==> config.mk <==
export PLATFORM = sky130hd
export DESIGN_NAME = wb_arbiter
export DESIGN_NICKNAME = d
export VERILOG_FILES = /design/src/rtl/wb_pkg.sv /design/src/rtl/wb_req_fifo.sv /design/src/rtl/wb_arbiter.sv
export SDC_FILE = /design/constraint.sdc
export NUM_CORES = 1
export LEC_CHECK = 0
export BUFFER_PORTS_ARGS = -buffer_cell sky130_fd_sc_hd__buf_2
export CORE_ASPECT_RATIO = 1.25
export CORE_UTILIZATION = 45
export CTS_BUF_LIST = sky130_fd_sc_hd__clkbuf_4 sky130_fd_sc_hd__clkbuf_8
export DETAILED_ROUTE_END_ITERATION = 10
export PLACE_DENSITY_LB_ADDON = 0.05
export SLEW_MARGIN = 10
export SYNTH_ARGS = -nofsm -noshare
export SYNTH_HDL_FRONTEND = slang
export SYNTH_SLANG_ARGS = --single-unit
export TNS_END_PERCENT = 100
==> constraint.sdc <==
create_clock -name CLK -period 6.2 [get_ports CLK]
set_clock_uncertainty 0.15 [all_clocks]
set_input_delay 0.31 -clock CLK [delete_from_list [all_inputs] [get_ports CLK]]
set_output_delay 0.31 -clock CLK [all_outputs]
set_load 0.02 [all_outputs]
==> src/rtl/wb_pkg.sv <==
// Shared writeback types: request entries, the register-file write bundle and
// the grant encoding used by the writeback arbiter.
package wb_pkg;

  localparam int WB_DATA_W = 32;
  localparam int WB_REG_W  = 5;

  typedef struct packed {
    logic [WB_REG_W-1:0]  reg_sel;
    logic [WB_DATA_W-1:0] data;
  } wb_req_t;

  typedef struct packed {
    logic                 s_rw_en;
    logic [WB_REG_W-1:0]  s_rw;
    logic [WB_DATA_W-1:0] s_wdata;
  } wb_out_t;

  typedef enum logic [1:0] {
    GNT_NONE,
    GNT_ALU,
    GNT_LOAD
  } gnt_e;

endpackage

==> src/rtl/wb_req_fifo.sv <==
// Small circular FIFO holding pending register-file write requests for one
// source; the head entry is visible combinationally for the arbiter.
module wb_req_fifo
  import wb_pkg::*;
#(
  parameter int DEPTH = 2
) (
  input  logic                         CLK,
  input  logic                         RST,
  input  logic                         push,
  input  logic                         pop,
  input  wb_req_t                      wdata,
  output wb_req_t                      head,
  output logic                         full,
  output logic                         empty,
  output logic [$clog2(DEPTH+1)-1:0]   count
);

  localparam int PW = (DEPTH > 1) ? $clog2(DEPTH) : 1;
  localparam int CW = $clog2(DEPTH + 1);
  localparam logic [CW-1:0] FULL_CNT = CW'(DEPTH);

  wb_req_t        mem [DEPTH];
  logic [PW-1:0]  rd_ptr;
  logic [PW-1:0]  wr_ptr;
  logic           do_push;
  logic           do_pop;

  assign do_push = push && !full;
  assign do_pop  = pop && !empty;
  assign full    = (count == FULL_CNT);
  assign empty   = (count == '0);
  assign head    = mem[rd_ptr];

  // Storage needs no reset; validity is tracked by count alone.
  always_ff @(posedge CLK) begin
    if (do_push) mem[wr_ptr] <= wdata;
  end

  // Pointers wrap naturally because DEPTH is a power of two.
  always_ff @(posedge CLK) begin
    if (RST) begin
      rd_ptr <= '0;
      wr_ptr <= '0;
      count  <= '0;
    end else begin
      if (do_push) wr_ptr <= wr_ptr + 1'b1;
      if (do_pop)  rd_ptr <= rd_ptr + 1'b1;
      case ({do_push, do_pop})
        2'b10:   count <= count + 1'b1;
        2'b01:   count <= count - 1'b1;
        default: count <= count;
      endcase
    end
  end

endmodule

==> src/rtl/wb_arbiter.sv <==
// Arbitrates the single register-file write port between the ALU and the load
// unit: load wins by default, an anti-starvation counter forces ALU progress.
module wb_arbiter
  import wb_pkg::*;
#(
  parameter int DATA_W       = WB_DATA_W,
  parameter int REG_W        = WB_REG_W,
  parameter int FIFO_DEPTH   = 2,
  parameter int STARVE_LIMIT = 4
) (
  input  logic              CLK,
  input  logic              RST,
  input  logic              alu_valid,
  output logic              alu_ready,
  input  logic [DATA_W-1:0] alu_out,
  input  logic [REG_W-1:0]  reg_sel_alu,
  input  logic              load_valid,
  output logic              load_ready,
  input  logic [DATA_W-1:0] dmemload,
  input  logic [REG_W-1:0]  reg_sel_load,
  output wb_out_t           wb_out,
  output logic              busy
);

  localparam int CNT_W = $clog2(FIFO_DEPTH + 1);
  localparam int SW    = $clog2(STARVE_LIMIT + 1);
  localparam logic [SW-1:0] LIMIT = SW'(STARVE_LIMIT);

  wb_req_t          alu_req;
  wb_req_t          load_req;
  wb_req_t          alu_head;
  wb_req_t          load_head;
  wb_req_t          gnt_req;
  logic             alu_push;
  logic             alu_pop;
  logic             alu_full;
  logic             alu_empty;
  logic             load_push;
  logic             load_pop;
  logic             load_full;
  logic             load_empty;
  logic [CNT_W-1:0] alu_count;
  logic [CNT_W-1:0] load_count;
  logic             ready_en;
  logic [SW-1:0]    starve_cnt;
  gnt_e             gnt;

  assign alu_req  = '{reg_sel: reg_sel_alu, data: alu_out};
  assign load_req = '{reg_sel: reg_sel_load, data: dmemload};

  // ready_en holds both readies low until the first edge after reset releases.
  assign alu_ready  = ready_en && !alu_full;
  assign load_ready = ready_en && !load_full;
  assign alu_push   = alu_valid && alu_ready;
  assign load_push  = load_valid && load_ready;

  wb_req_fifo #(.DEPTH(FIFO_DEPTH)) u_alu_fifo (
    .CLK   (CLK),
    .RST   (RST),
    .push  (alu_push),
    .pop   (alu_pop),
    .wdata (alu_req),
    .head  (alu_head),
    .full  (alu_full),
    .empty (alu_empty),
    .count (alu_count)
  );

  wb_req_fifo #(.DEPTH(FIFO_DEPTH)) u_load_fifo (
    .CLK   (CLK),
    .RST   (RST),
    .push  (load_push),
    .pop   (load_pop),
    .wdata (load_req),
    .head  (load_head),
    .full  (load_full),
    .empty (load_empty),
    .count (load_count)
  );

  always_comb begin
    gnt = GNT_NONE;
    if (!load_empty && !alu_empty)
      gnt = (starve_cnt == LIMIT) ? GNT_ALU : GNT_LOAD;
    else if (!load_empty)
      gnt = GNT_LOAD;
    else if (!alu_empty)
      gnt = GNT_ALU;
  end

  assign alu_pop  = (gnt == GNT_ALU);
  assign load_pop = (gnt == GNT_LOAD);
  assign gnt_req  = alu_pop ? alu_head : load_head;

  // Writes to register 0 still consume their grant slot but never enable the port.
  always_ff @(posedge CLK) begin
    if (RST) begin
      wb_out     <= '0;
      starve_cnt <= '0;
      ready_en   <= 1'b0;
    end else begin
      ready_en <= 1'b1;
      if (gnt == GNT_NONE || gnt_req.reg_sel == '0)
        wb_out <= '0;
      else
        wb_out <= '{s_rw_en: 1'b1, s_rw: gnt_req.reg_sel, s_wdata: gnt_req.data};
      if (gnt == GNT_LOAD && !alu_empty) begin
        if (starve_cnt != LIMIT) starve_cnt <= starve_cnt + 1'b1;
      end else begin
        starve_cnt <= '0;
      end
    end
  end

  assign busy = (alu_count != '0) || (load_count != '0) || wb_out.s_rw_en;

endmodule

=== Word level (Yosys, flattened, before mapping) ===
Memory sizes are Yosys's and may differ from the RTL's. A register that Yosys moved wholly into a read port is not among the register bits.
Index checks and enable logic that the tools add are counted.
W data, S select, Z words.

* Register bits: 50
* RAM bits: 148
* Input bits: 78
* Output and inout bits: 41
* Word-level logic and storage cells: 77
* Memories kept: 2

* Add/sub/neg operators: 9
* Eq/ne operators: 10
* Mux-type cells: 17
* Bitwise operators: 1
* Reduce and logical (&&, ||, !) cells: 27

{| class="wikitable"
|+ Memories
! memory !! words !! bits a word !! rd ports !! clocked after memory_dff !! write ports !! RTL line !! text
|-
| u_alu_fifo.mem || 2 || 37 || 1 || 1 || 1 || wb_req_fifo.sv:23 || <nowiki>wb_req_t mem [DEPTH];</nowiki>
|-
| u_load_fifo.mem || 2 || 37 || 1 || 1 || 1 || wb_req_fifo.sv:23 ||
|}

{| class="wikitable"
|+ Operators with widths
! operator !! number
|-
| $mux W38 || 1
|-
| $mux W37 || 1
|-
| $eq A2 B2 Y1 const B || 5
|-
| $logic_and A1 B1 Y1 || 10
|-
| $mux W1 || 10
|-
| $pmux W2 S2 || 2
|-
| $reduce_bool A2 Y1 || 4
|-
| $eq A2 B1 Y1 const B || 3
|-
| $logic_not A2 Y1 || 3
|-
| $mux W2 || 3
|-
| $logic_not A5 Y1 || 1
|-
| $add A1 B1 Y1 const B || 4
|-
| $add A2 B1 Y2 const B || 2
|-
| $logic_not A1 Y1 || 4
|-
| $reduce_or A2 Y1 || 2
|-
| $sub A2 B1 Y2 const B || 2
|-
| $add A3 B1 Y3 const B || 1
|-
| $eq A3 B3 Y1 const B || 1
|-
| $logic_or A1 B1 Y1 || 3
|-
| $ne A3 B3 Y1 const B || 1
|-
| $not A1 Y1 || 1
|}

=== Logic depth before layout (Yosys ltp) ===
Gate-level depths: netlist of the first run.

* Depth in word-level cells: 9
* Gate-level depth with buffers: 9
* Depth with buffers taken out: 8

=== Hierarchy ===
A second synthesis of the first run with hierarchy kept.

* Cells, all modules: 480
* Area, all modules: 7,430.9 um2

{| class="wikitable"
|+ By module, submodules not included
! module !! instances !! cells an instance !! area each (um2)
|-
| wb_req_fifo || 2 || 141 || 2,882.8
|-
| wb_arbiter || 1 || 198 || 1,665.3
|}

=== Least setup slack after synthesis of the first run ===
OpenSTA, ideal clock, no wires.

* Path kind: register -> register
* From: register u_load_fifo.count[0]
* To: memory u_load_fifo.mem[0][0] (netlist name) (enable)
* Arrival: 2.229 ns
* Required time: 5.619 ns
* Path slack: 3.390 ns
* Stages on the path, launching flop included: 4
* Cell sequence: dfxtp_1 -> buf_2 -> o211ai_1 -> nor2_1

* Word-level cells in the longest chain between the ends: 7

{| class="wikitable"
|+ Ends and longest elaborated chain
! item !! RTL line !! text
|-
| start, declared || wb_req_fifo.sv:16 || <nowiki>output logic [$clog2(DEPTH+1)-1:0] count</nowiki>
|-
| start signal, assigned || wb_req_fifo.sv:50 || <nowiki>2'b10: count <= count + 1'b1;</nowiki>
|-
| start signal, assigned || wb_req_fifo.sv:51 || <nowiki>2'b01: count <= count - 1'b1;</nowiki>
|-
| start signal, assigned || wb_req_fifo.sv:52 || <nowiki>default: count <= count;</nowiki>
|-
| $eq A2 B2 Y1 * || wb_req_fifo.sv:31 || <nowiki>assign full = (count == FULL_CNT);</nowiki>
|-
| $logic_not A1 Y1 * || wb_req_fifo.sv:29, wb_arbiter.sv:53 ||
|-
| $logic_and A1 B1 Y1 || wb_arbiter.sv:53 || <nowiki>assign load_ready = ready_en && !load_full;</nowiki>
|-
| $logic_and A1 B1 Y1 || wb_arbiter.sv:55 || <nowiki>assign load_push = load_valid && load_ready;</nowiki>
|-
| $logic_and A1 B1 Y1 * || wb_req_fifo.sv:29 || <nowiki>assign do_push = push && !full;</nowiki>
|-
| $mux W1 * || wb_req_fifo.sv:37 || <nowiki>if (do_push) mem[wr_ptr] <= wdata;</nowiki>
|-
| $mux W1 (not written as such) * || wb_req_fifo.sv:37 ||
|-
| end, declared || wb_req_fifo.sv:23 ||
|}

Mark *: on every way between the ends. The rest lies on a longest branch, timed or not.

==> flow_summary.yaml, run 1 <==
drt:
  wire_per_inst_microns: 17.3
  drtIter0Drc: 200
  drt_pre_antenna_iters: 4
  ant_nets: 0
  wl_microns: 15300
  via_per_inst: 5.06
  drc_errors: 0
  vias: 4485
worst_setup_path:
  cp-end-kind: "flip-flop"
  r2r_end: "wb_out[28]"
  startpoint_type: "flip-flop"
  reg2reg_slack_ns: 3.08
  worstSetupPathType: "flip-flop to flip-flop"
  cp.required_ns: 6.35
  critPathMaxFanout: 33
  ff2ff_path_depth: 5
  worstPathArrival_ns: 3.27
clock_network:
  post_cts_buffers: 0
  cts_sinks: 200
  ctsHtreeMaxLevel: 4
  cts_buffers: 17
  clock_latency_ns: 0.45
  post_cts_resized: 0
  clock_path_buffers: 2
  path_clk_slew_ns: 0.10
  cts_tree: "built"
  root_buffer: "clkbuf_8"
timing:
  rsz0062_at_grt: "no"
  setup_tns_ns: 0
  max_freq_mhz: 321
  worstMarginPinSlew_ns: 1.15
  setup_ws_ns: 3.08
  finalCritPeriodShare: 0.503
  min_period_ns: 3.12
  holdWs_ns: 0.0386
  slew_viol_final: 0
  hold_violations: 0
  relSlewSlack: 0.230
  setup_viol: 0
floorplanning:
  die_h_microns: 145
  ios: 119
  die_w_microns: 116
  start_util: 0.467
  die_area_sq_um: 16900
  fp-row-count: 51
  coreArea_sq_um: 15800
cells_and_area:
  area_delta_synth_final_pct: 26.4
  final_common_cell: "edfxtp_1"
  stdcell_count: 887
  fillerInstances: 1262
  utilization: 0.591
  fin_area_sq_um: 9310
  drive_above_1_share: 0.289
  antenna_cells: 0
  layout_common_cells: "148 x edfxtp_1, 118 x buf_2, 74 x dlygate4sd3_1"
  layout.nets: 744
place:
  place_inst: 781
  hpwl_microns: 9080
  gp_congestion: 0.739
  io_buffers: 118
  dpl-instance-area_sq_um: 8180
  place_ws_ns: 3.02
logic_synthesis:
  synthSimpleGateAreaFrac: 0.0476
  synthFlopType: "edfxtp_1"
  synth.avg_cell_area_sq_um: 15.5
  ys_types: 36
  synth_fa_ha_area_frac: 0.00679
  seq_area_frac_synth: 0.745
  synth_xor_xnor_area_share: 0.0107
  synth-edff-count: 148
  syn_nets: 558
  synthCells: 476
  synthArstFlopShare: 0
  synth_top_family_by_area: "multiplexers"
  ys_warn_count: 0
  synthMuxAreaShare: 0.101
  synth_area_sq_um: 7370
  synth_compound_area_frac: 0.0691
  synth_seq_cells: 200
pwr:
  p_leak_nw: 3.38
  ir_drop_mv: 0.195
  powerDensity_nw_per_um2: 396
  total_power_mw: 3.68
grt:
  grt_use_total: 0.194
  antenna_found_initial: 0
  grt_max_degree: 43
  grt_pass1_vias: 4640
  grt_pass1_wl_microns: 24000
  grt_overflow_total: 0
worst_hold_path:
  hold_path_end: "ready_en"
  hold_path_class: "input port to flip-flop"
  min_from: "RST"
  hold_depth: 2
flow_run:
  maxCapViolCount: 0
outcome:
  outcome: "finished, final reports clean"
## flip-flops by register name, summed over array words and instances (netlist names), named ones only
signal              count
ready_en                1
starve_cnt              3
u_alu_fifo.count        2
u_alu_fifo.mem         74
u_alu_fifo.rd_ptr       1
u_alu_fifo.wr_ptr       1
u_load_fifo.count       2
u_load_fifo.mem        74
u_load_fifo.rd_ptr      1
u_load_fifo.wr_ptr      1
wb_out                 38
## report_power, final
group / internal, mW / total [mW] / switching (mW)
registers: 1.65 / 1.80 / 0.149
clock network: 0.359 / 0.799 / 0.440
logic: 0.428 / 1.08 / 0.656
total: 2.44 / 3.68 / 1.25
## cell usage after synthesis (3+ instances only)
| library cell | n | area (sq um) |
|---|---|---|
| a211oi_1 | 8 | 60.1 |
| a21oi_1 | 67 | 335 |
| buf_1 | 4 | 15.0 |
| buf_2 | 8 | 40.0 |
| buf_4 | 3 | 22.5 |
| clkbuf_1 | 13 | 48.8 |
| dfxtp_1 | 52 | 1040 |
| edfxtp_1 | 148 | 4440 |
| ha_1 | 4 | 50.1 |
| inv_1 | 7 | 26.3 |
| mux2_2 | 32 | 360 |
| mux2i_1 | 38 | 380 |
| nand2_1 | 3 | 11.3 |
| nor2_1 | 17 | 63.8 |
| nor2b_1 | 4 | 25.0 |
| nor3_1 | 32 | 160 |
| xnor2_1 | 7 | 61.3 |
## critical path, stage by stage, from the launching register on
cell	delay (ns)
dfxtp_2	0.69
buf_4	0.47
or4b_1	0.48
o22a_1	0.23
o21ai_4	0.77
nor3_1	0.16
## worst max-delay path by stage
stage | startpoint | end | depth (start not counted) | slack (ns)
floorplan | u_load_fifo.count[0] | u_load_fifo.mem[0][0] | 3 | 3.39
global placement | flip-flop | wb_out[0] | 5 | 3.10
detailed placement | flip-flop | wb_out[28] | 5 | 3.02
CTS | flip-flop | wb_out[28] | 5 | 3.02
global route | flip-flop | wb_out[28] | 5 | 2.84
finish | flip-flop | wb_out[28] | 5 | 3.08
## metal layers
layer | vias to the layer above | global-route usage | part of all wire
met2 | 109 | 0.337 | 0.52
li1 | 2171 | - | -
met1 | 2185 | 0.231 | 0.42
met3 | 20 | 0.0372 | 0.036
met4 | 0 | 0.0788 | 0.020
met5 | - | 0 | 0
## cell families (layout without fill, tap and decap cells)
family	after synthesis	in the layout
compound gates	89	89
xor+xnor	9	9
fa+ha+maj	4	4
buf+inv	35	234
flops	200	200
mux	70	70
simple gates	69	69
## final cells by class
| cell class | instances | area, sq um | share of cell area |
|---|---|---|---|
| clock buffer | 17 | 234 | 0.0251 |
| clock inverter | 15 | 154 | 0.0165 |
| inverter | 7 | 26.3 | 0.00282 |
| multi-input combinational | 241 | 1790 | 0.192 |
| sequential | 200 | 5490 | 0.589 |
| tap | 212 | 265 | 0.0285 |
| timing repair buffer | 195 | 1350 | 0.145 |
## what timing repair did
item | CTS | global route
setup endpoints to repair | 0 | 0
hold buffers | 74 | 0
hold endpoints to repair | 148 | 0
Note: power is estimated with default switching activity, not from simulation.
==> inputs of run 2 (changes only) <==
- clock period: 6.2 -> 2.84 ns (I/O delays scaled with it)
==> run 2 against run 1 <==
Against the previous run:
- wire length increased by 5.3%
- worst hold slack improved by 0.070 ns
- clock-buffer cell count unchanged
- core utilization increased by 0.60 points
- sequential cell count unchanged
- die area unchanged
- sequential power increased by 110%
- total power increased by 120%
- first-iteration DRC count increased by 0.50%
- largest cell class unchanged
- final cell count increased by 1.4%
- setup slack got worse by 2.5 ns
- final area increased by 1.0%
==> flow_summary.yaml, run 2 (same netlist as run 1, synthesis figures left out) <==
timing:
  rsz0062_at_grt: "no"
  finalCritPeriodShare: 0.803
  hold_violations: 0
  setup_tns_ns: 0
  max_freq_mhz: 438
  slew_viol_final: 0
  worstMarginPinSlew_ns: 0.688
  relSlewSlack: 0.541
  setup_viol: 0
  min_period_ns: 2.28
cells_and_area:
  fillerInstances: 1321
  drive_above_1_share: 0.303
  largestRegisters: "u_alu_fifo.mem (74), u_load_fifo.mem (74), wb_out (38)"
  utilization: 0.597
  layout_common_cells: "148 x edfxtp_1, 118 x buf_2, 75 x dlygate4sd3_1"
  layout.nets: 756
  fin_area_sq_um: 9410
  area_delta_synth_final_pct: 27.7
  antenna_cells: 0
  final_common_cell: "edfxtp_1"
floorplanning:
  start_util: 0.467
  ios: 119
  coreArea_sq_um: 15800
  die_w_microns: 116
  fp-row-count: 51
  die_h_microns: 145
  die_area_sq_um: 16900
pwr:
  powerDensity_nw_per_um2: 869
  p_leak_nw: 3.44
  ir_drop_mv: 0.348
worst_setup_path:
  worstPathArrival_ns: 2.53
  startpoint_type: "flip-flop"
  r2r_end: "u_load_fifo.count[1]"
  ff2ff_path_depth: 5
  reg2reg_slack_ns: 0.56
  cp-end-kind: "flip-flop"
  regToRegStartpoint: "u_alu_fifo.count[0]"
  worstSetupPathType: "flip-flop to flip-flop"
  critPathMaxFanout: 16
  cp.required_ns: 3.09
drt:
  vias: 4583
  ant_nets: 0
  wire_per_inst_microns: 17.9
  wl_microns: 16100
  via_per_inst: 5.10
  drc_errors: 0
  drt_pre_antenna_iters: 4
  drtIter0Drc: 201
worst_hold_path:
  hold_depth: 4
  hold_path_class: "input port to flip-flop"
  hold_path_end: "u_load_fifo.wr_ptr"
  min_from: "load_valid"
clock_network:
  root_buffer: "clkbuf_8"
  ctsHtreeMaxLevel: 4
  clock_latency_ns: 0.46
  path_clk_slew_ns: 0.10
  clock_path_buffers: 2
  cts_sinks: 200
  cts_buffers: 17
  cts_tree: "built"
grt:
  grt_overflow_total: 0
  antenna_found_initial: 0
  grt_max_degree: 42
  grt_pass1_vias: 4855
  grt_use_total: 0.203
  grt_pass1_wl_microns: 25000
place:
  io_buffers: 118
  dpl-instance-area_sq_um: 8270
  gp_congestion: 0.768
  hpwl_microns: 10000
outcome:
  outcome: "finished, final reports clean"
flow_run:
  maxCapViolCount: 0
[run 2: layout make-up]
cell class | instances | area, sq um | share of cell area
inverters | 7 | 26.3 | 0.00279
multi-input cells | 241 | 1790 | 0.190
repair buffers | 207 | 1450 | 0.154
flip-flops and latches | 200 | 5490 | 0.583
clock inverters | 15 | 156 | 0.0166
well taps | 212 | 265 | 0.0282
clock buffers | 17 | 234 | 0.0249
[run 2: worst max path at each step]
stage	to	from	cells past startpoint	slack, ns
final	u_load_fifo.count[1]	u_alu_fifo.count[0]	5	0.56
after global routing	wb_out[15]	starve_cnt[0]	7	0.44
after CTS	u_load_fifo.count[1]	u_alu_fifo.count[0]	5	0.56
after detailed placement	u_load_fifo.count[1]	u_alu_fifo.count[0]	5	0.59
after global placement	u_load_fifo.count[1]	u_alu_fifo.count[0]	5	0.66
after floorplan	u_load_fifo.mem[0][0]	u_load_fifo.count[0]	3	0.03
[run 2: timing repair]
action                                  CTS  global route
hold endpoints to repair                161             0
resized for setup                         0             0
setup buffers                             0             0
endpoints found under the setup margin    0             0
hold buffers                             75             0
[run 2: power by group]
part	internal [mW]	switching, mW	total, mW
sequential	3.60	0.213	3.82
combinational	0.997	1.60	2.60
clock	0.731	1.03	1.76
total	5.33	2.85	8.18
[run 2: layer usage]
| metal | routed length, microns | GRT usage | vias to the layer above |
|---|---|---|---|
| li1 | - | - | 2195 |
| met1 | 7050 | 0.251 | 2254 |
| met2 | 8320 | 0.347 | 122 |
| met3 | 578 | 0.0426 | 12 |
| met4 | 190 | 0.0641 | 0 |
| met5 | 0 | 0 | - |
[run 2: per-stage QoR]
step / power, mW / cells / setup slack [ns] / hold slack [ns]
final: 8.18 / 899 / 0.558 / 0.109
after global routing: 8.60 / 899 / 0.442 / 0.110
after CTS: 8.27 / 899 / 0.562 / 0.0859
after detailed placement: 6.43 / 792 / 0.591 / 0.183
after global placement: 6.40 / 792 / 0.657 / 0.179
after floorplan: 5.55 / 476 / 0.0299 / 0.0666
[run 2: critical path, stage by stage (launching register included)]
cell and delay [ns]:
dfxtp_1 0.38, or2_2 0.49, a31oi_1 0.36, ha_1 0.32
or3_1 0.38, a21oi_1 0.14
